<file path="src/rtl/keyboard_ctrl.sv">
// keyboard_ctrl: PS/2 set-2 scan-code decoder for two players.
//   Tom uses the extended arrow keys (E0 6B/74/75), Jerry uses A/D/W (1C/23/1D).
//   Tracks F0 (break) and E0 (extended) prefixes; an unfinished prefix is
//   abandoned after TIMEOUT_CYCLES quiet cycles. Bytes 00/FF release every key.
// Optional build macro: KBD_JUMP_PULSE_EN turns both jump outputs into
//   one-cycle pulses on the first make of a press (typematic repeats ignored).
module keyboard_ctrl #(
  parameter int TIMEOUT_CYCLES = 130_000,
  parameter int CNT_W          = 18
) (
  input  logic       clk,
  input  logic       rst,
  input  logic [7:0] code,
  input  logic       code_valid,
  output logic       tom_left,
  output logic       tom_right,
  output logic       tom_jump,
  output logic       jerry_left,
  output logic       jerry_right,
  output logic       jerry_jump,
  output logic       key_event
);

  typedef enum logic [1:0] {IDLE, EXT, BRK, EXT_BRK} state_t;

  // Key vector bit order: 0 tom_left, 1 tom_right, 2 tom_jump,
  //                       3 jerry_left, 4 jerry_right, 5 jerry_jump
  localparam logic [5:0] LEVEL_MASK = 6'b011011;

  state_t           state, state_nxt;
  logic [CNT_W-1:0] cnt;
  logic [5:0]       held, held_nxt;
  logic [5:0]       keys, keys_nxt;
  logic             event_nxt;
  logic             expired;

  function automatic logic [5:0] base_map(input logic [7:0] c);
    case (c)
      8'h1C:   return 6'b001000;
      8'h23:   return 6'b010000;
      8'h1D:   return 6'b100000;
      default: return 6'b000000;
    endcase
  endfunction

  function automatic logic [5:0] ext_map(input logic [7:0] c);
    case (c)
      8'h6B:   return 6'b000001;
      8'h74:   return 6'b000010;
      8'h75:   return 6'b000100;
      default: return 6'b000000;
    endcase
  endfunction

  assign expired = (state != IDLE) && (cnt == CNT_W'(TIMEOUT_CYCLES - 1));

  // Next prefix state and next held-key set from the incoming byte or a timeout
  always_comb begin
    state_nxt = state;
    held_nxt  = held;
    if (code_valid) begin
      if (code == 8'h00 || code == 8'hFF) begin
        held_nxt  = '0;
        state_nxt = IDLE;
      end else begin
        case (state)
          IDLE: begin
            if (code == 8'hF0)      state_nxt = BRK;
            else if (code == 8'hE0) state_nxt = EXT;
            else                    held_nxt  = held | base_map(code);
          end
          EXT: begin
            if (code == 8'hF0) state_nxt = EXT_BRK;
            else begin
              held_nxt  = held | ext_map(code);
              state_nxt = IDLE;
            end
          end
          BRK: begin
            if (code == 8'hF0)      state_nxt = BRK;
            else if (code == 8'hE0) state_nxt = EXT;
            else begin
              held_nxt  = held & ~base_map(code);
              state_nxt = IDLE;
            end
          end
          EXT_BRK: begin
            if (code == 8'hF0)      state_nxt = EXT_BRK;
            else if (code == 8'hE0) state_nxt = EXT;
            else begin
              held_nxt  = held & ~ext_map(code);
              state_nxt = IDLE;
            end
          end
          default: state_nxt = IDLE;
        endcase
      end
    end else if (expired) begin
      state_nxt = IDLE;
    end
  end

  // Output shaping: jumps are levels or first-make pulses depending on the build
  always_comb begin
`ifdef KBD_JUMP_PULSE_EN
    keys_nxt    = held_nxt & LEVEL_MASK;
    keys_nxt[2] = held_nxt[2] & ~held[2];
    keys_nxt[5] = held_nxt[5] & ~held[5];
    event_nxt   = (|((held_nxt ^ held) & LEVEL_MASK)) | keys_nxt[2] | keys_nxt[5];
`else
    keys_nxt    = held_nxt;
    event_nxt   = |(held_nxt ^ held);
`endif
  end

  // Registered FSM, watchdog counter, held flags and outputs
  always_ff @(posedge clk) begin
    if (rst) begin
      state     <= IDLE;
      cnt       <= '0;
      held      <= '0;
      keys      <= '0;
      key_event <= 1'b0;
    end else begin
      state     <= state_nxt;
      held      <= held_nxt;
      keys      <= keys_nxt;
      key_event <= event_nxt;
      if (code_valid || state == IDLE || expired) cnt <= '0;
      else                                        cnt <= cnt + 1'b1;
    end
  end

  assign tom_left    = keys[0];
  assign tom_right   = keys[1];
  assign tom_jump    = keys[2];
  assign jerry_left  = keys[3];
  assign jerry_right = keys[4];
  assign jerry_jump  = keys[5];

endmodule

</file>
<file path="config.mk">
export PLATFORM = sky130hd
export DESIGN_NAME = keyboard_ctrl
export DESIGN_NICKNAME = d
export VERILOG_FILES = /design/src/rtl/keyboard_ctrl.sv
export SDC_FILE = /design/constraint.sdc
export NUM_CORES = 1
export LEC_CHECK = 0
export ABC_CLOCK_PERIOD_IN_PS = 1600
export CAP_MARGIN = 20
export CORE_ASPECT_RATIO = 0.7
export CORE_UTILIZATION = 41
export DETAILED_ROUTE_END_ITERATION = 8
export PLACE_DENSITY_LB_ADDON = 0.15
export SLEW_MARGIN = 20
export SYNTH_ARGS = -nofsm -noshare
export SYNTH_HDL_FRONTEND = slang
export SYNTH_SLANG_ARGS = --single-unit
</file>
<file path="constraint.sdc">
create_clock -name clk -period 1.6 [get_ports clk]
set_input_delay 0.4 -clock clk [delete_from_list [all_inputs] [get_ports clk]]
set_output_delay 0.4 -clock clk [all_outputs]
set_load 0.02 [all_outputs]
</file>
==> summary.txt, run 1 <==
Max-slew violation count = 0
CP Launch Type = input port
Largest net degree at the start of global routing = 18
Number of global-route vias before repair = 1320
Via density = 5.53
FMAX = 627 MHz
Post-DRT Antenna Nets = 0
Root Buffer Master = clkbuf_8
Synth cell types = 48
Detailed Route Iter0 Violations = 97
Final setup fails = 0
WP data arrival = 1790 ps
Netlist Area Pre-Place = 1500 sq um
Initial core utilization = 45.1%
Max cap viols = 0
Die area = 3900 sq um
Drt pass-1 iters = 4
Worst-path cell chain = clkdlybuf4s15_2 -> mux2i_1 -> or4b_4 -> a21boi_2 -> a211oi_2 -> a31oi_1
RSZ-0062 raised after global routing = true
Met1 GRT Util = 32.4%
Power density over cell area = 574 nW/um^2
Met2 GRT Util = 30.3%
DIE HEIGHT = 52.5 um
CP Class = in -> reg
Busiest grt layer = met1
Yosys warns = 0
Commonest non-fill, non-tap cell in the layout = nor2_1
Rows = 17
Io pins = 18
IO buf count = 17
Post-synthesis sequential area ratio = 36.1%
Post-Synthesis Cells = 183
Post-synth top flop = dfxtp_1
Final Critical Period = 1590 ps
Core area = 3320 sq um
Clock-pin slew on the worst setup and hold paths = 90 ps
#FFs+latches synth = 27
Placed Instance Area = 1880 sq um
Layout Cell Area excl Fill = 2030 sq um
Synth Net Count = 195
CTS tree = yes
Slew @ Worst Pin = 349 ps
Detailed-route wire length per cell = 14.6 um
GRT overflow = 0
Fin crit share = 99.6%
Max H-tree Level = 1
Post-synth EDFFs = 0
DP Wirelength = 2870 um
Commonest cells after routing, fill and taps aside = 30 x nor2_1, 29 x buf_4, 24 x dfxtp_1
Hold buffers post-CTS = 0
Total CTS buffers = 3
Share of flip-flops with an asynchronous set or reset = 0%
Routability cong. = 0.986
Setup crit end kind = flip-flop
CP Max Fanout = 7
Clock sink count = 27
Relative slew slack = 76.1%
CP required = 1800 ps
First-pass GRT wire length = 6320 um
Max clock buf depth = 2
Worst path slowest cell = or4b_4
Clock Skew = 7.46 ps
Setup TNS = 0 ps
# nets final = 240
Met3 usage in global routing = 5.96%
Worst path max stage delay = 530 ps
Worst path bufs/invs = 1
Final WL = 4000 um
Peak VDD IR = 0.000434 V
Final core occ = 61.1%
Post-place setup slack = -607 ps
Average size of a mapped cell = 8.18 sq um
Lkg Pwr = 0.787 nW
# diodes = 0
Filler Cell Count = 299
Fin. Hold Viols = 0
Vias = 1514
Clk_lat worst skew = 270 ps
GRT Resource Usage Total = 21.5%
Status = completed
Initial antenna violation count = 0
Top Family by Delay on Critical Path = simple AND/OR/NAND/NOR gates
P&R area growth vs syn = 35.5%
Layout cells sized above 1 = 28.2%
Hold crit path type = reg -> reg
DR DRC count = 0
Setup ws final = 5.68 ps
Worst hold margin = 516 ps
Die width = 74.2 um
[worst min-delay path, stage by stage, from the launching register on]
cell,delay (ps)
dfxtp_1,350
xor2_1,70
nor2_1,70
[layer usage]
layer  share of wire [%]  vias to the layer above
met5                   0                        -
li1                    -                      750
met3                 7.7                        8
met1                  49                      692
met2                  42                       64
met4                 1.4                        0
[per-stage QoR]
stage / instances / power (mW)
2_1_floorplan: 183 / 0.728
3_3_place_gp: 266 / 0.792
3_5_place_dp: 266 / 0.795
4_1_cts: 272 / 1.17
5_1_grt: 274 / 1.21
6_report: 274 / 1.16
[kinds of logic (layout without fill, tap and decap cells)]
kind of cell,count (synthesis),after routing,share of synthesized area [%]
XOR/XNOR,16,16,9.36
adder cells (fa/ha/maj),1,1,0.836
AND/OR/NAND/NOR,104,104,38.1
buffers and inverters,11,55,3.76
AO/OA/AOI/OAI,22,22,10.4
flip-flops,27,27,36.1
multiplexers,2,2,1.42
[power by group]
part           switching, mW  internal (mW)
Combinational         0.0609         0.0536
Clock                  0.200          0.178
Sequential          0.000469          0.670
Total                  0.261          0.902
[synthesized netlist by cell type (all sizes together), types with 3 or more instances]
| library cell | number | area share [%] |
|---|---|---|
| dfxtp | 27 | 36 |
| a31oi | 7 | 3.3 |
| nand2b | 6 | 2.5 |
| a21oi | 5 | 1.7 |
| nor3 | 7 | 2.7 |
| nand2 | 13 | 3.8 |
| nand3 | 14 | 4.7 |
| xnor2 | 6 | 3.5 |
| clkbuf | 4 | 1.1 |
| nor2 | 30 | 7.5 |
| nand4 | 6 | 2.5 |
| and3 | 5 | 2.2 |
| buf | 4 | 1.9 |
| inv | 3 | 0.75 |
| xor2 | 10 | 5.9 |
| nor4 | 7 | 3.3 |
[area by class of cell]
type / instances / area, sq um / area share (%)
inverter: 3 / 11.3 / 0.556
timing repair buffer: 48 / 378 / 18.6
clock buffer: 4 / 45.0 / 2.22
tap: 47 / 58.8 / 2.90
sequential: 27 / 547 / 27.0
multi-input combinational: 145 / 987 / 48.7
[worst paths after layout]
check | from | end | slack (ps) | cells after the start
setup / recovery | code[0] | key_event | 6 | 6
setup reg to reg | cnt[4] | cnt[12] | 50 | 6
hold / removal | cnt[17] | cnt[17] | 520 | 2
hold reg to reg | cnt[17] | cnt[17] | 520 | 2
[flip-flops by register name (all words and copies together) (netlist names)]
| signal | flops |
|---|---|
| key_event | 1 |
| cnt | 18 |
| state | 2 |
| keys | 6 |
[timing repair]
item | CTS | global route
pin swaps | 3 | 4
buffers inserted | 2 | 2
gates resized for setup | 33 | 20
endpoints found under the setup margin | 32 | 27
Power figures use the tool's default switching activity.
==> run 2, diff against run 1 <==
Settings changed: GPL_TIMING_DRIVEN set to 0, RECOVER_POWER set to 50.
==> summary.txt, run 2 (same netlist as run 1, synthesis figures left out) <==
Final setup fails = 0
DR DRC count = 0
Setup TNS = 0 ps
# nets final = 222
Top layer reached by signal wires = met4
Final Critical Period = 1590 ps
Post-place setup slack = -669 ps
Detailed-route wire length per cell = 14.8 um
Max cap viols = 0
WP data arrival = 1760 ps
Worst path slowest cell = or4_4
Fin. Hold Viols = 0
GRT overflow = 0
Commonest cells after routing, fill and taps aside = 23 x dfxtp_1, 22 x nor2_1, 13 x nand3_1
Largest Register = cnt
Root Buffer Master = clkbuf_8
Via density = 5.55
# diodes = 0
CP Launch Type = flip-flop
Io pins = 18
Commonest non-fill, non-tap cell in the layout = dfxtp_1
GRT Resource Usage Total = 22.0%
Clk_lat worst skew = 270 ps
IO buf count = 15
Fin crit share = 99.2%
Status = completed
Hold crit path type = reg -> reg
Routability cong. = 0.925
Worst-path cell chain = or4_4 -> nor3_4 -> a31oi_4 -> nand2_4 -> buf_6 -> nor2_1
Final core occ = 58.7%
Rows = 17
Clock-pin slew on the worst setup and hold paths = 90 ps
Total CTS buffers = 3
Power density over cell area = 591 nW/um^2
Lkg Pwr = 0.701 nW
FMAX = 630 MHz
Hold buffers post-CTS = 0
Final Power = 1.15 mW
Peak VDD IR = 0.000329 V
Drt pass-1 iters = 4
Max reg flops = 18
Max H-tree Level = 1
Vias = 1422
Clock Skew = 2.30 ps
First-pass GRT wire length = 6310 um
Final WL = 3780 um
Initial core utilization = 45.1%
Met3 wire length = 146 um
Filler Cell Count = 328
Relative slew slack = 68.1%
Setup crit end kind = flip-flop
Hold_sp = cnt[0]
Max clock buf depth = 2
DP Wirelength = 2730 um
Die width = 74.2 um
Detailed Route Iter0 Violations = 94
Die area = 3900 sq um
RSZ-0062 raised after global routing = true
Number of global-route vias before repair = 1314
Worst path max stage delay = 540 ps
FF-to-FF Start = cnt[17]
Worst Setup SP = cnt[17]
DR WL met2 = 1560 um
Initial antenna violation count = 0
Layout cells sized above 1 = 25.4%
CP Max Fanout = 5
CP Class = reg -> reg
Post-DRT Antenna Nets = 0
DIE HEIGHT = 52.5 um
CP required = 1770 ps
Largest net degree at the start of global routing = 15
Slew @ Worst Pin = 477 ps
Wire length on met1 = 2030 um
Clock sink count = 27
Biggest registers after layout = cnt (18), keys (6), state (2)
P&R area growth vs syn = 30.1%
Core area = 3320 sq um
Setup ws final = 13.0 ps
CTS tree = yes
Max-slew violation count = 0
==> run 2: repair_timing <==
action                     CTS  global route
setup buffers                7             0
pin swaps                   15             8
gates cloned                 1             0
setup endpoints to repair   26            27
resized for setup           42            16
==> run 2: per-layer routing <==
metal	global-route usage [%]	vias to the layer above
li1	-	714
met1	32.8	680
met2	31.4	24
met3	4.42	4
met4	7.23	0
met5	0	-
==> run 2: cell type report <==
cell class                 instances  area, sq um  area share, %
inverter                           3         11.3          0.578
clock buffer                       4         45.0           2.31
multi-input combinational        145         1030           53.0
buffer                             7         43.8           2.25
timing repair buffer              23          206           10.6
sequential                        27          551           28.3
tap                               47         58.8           3.02
==> run 2: path summary, 6_finish.rpt <==
kind / cells past startpoint / slack, ps / end
setup / recovery: 6 / 10 / cnt[12]
hold / removal: 1 / 450 / cnt[0]
setup reg to reg: 6 / 10 / cnt[12]
hold reg to reg: 1 / 450 / cnt[0]
==> run 2: per-stage QoR <==
step | hold WS, ps | area (sq um) | std cells
after detailed placement | 491 | 1710 | 245
after CTS | 514 | 1900 | 257
after global routing | 467 | 1950 | 256
final | 453 | 1950 | 256
after floorplan | 430 | 1500 | 183
after global placement | 457 | 1710 | 245
==> run 2: where the power goes <==
part | leakage (nW) | internal, mW | switching [mW] | total [mW]
registers | 0.220 | 0.668 | 0.000454 | 0.669
logic | 0.458 | 0.0364 | 0.0564 | 0.0928
clock network | 0.0228 | 0.179 | 0.211 | 0.389
total | 0.701 | 0.883 | 0.267 | 1.15
==> run 2: critical path, delay by kind of cell (launching register included) <==
kind | cells | cell delay (ps)
simple gates | 4 | 880
compound gates | 1 | 150
flops | 1 | 330
buf+inv | 1 | 130
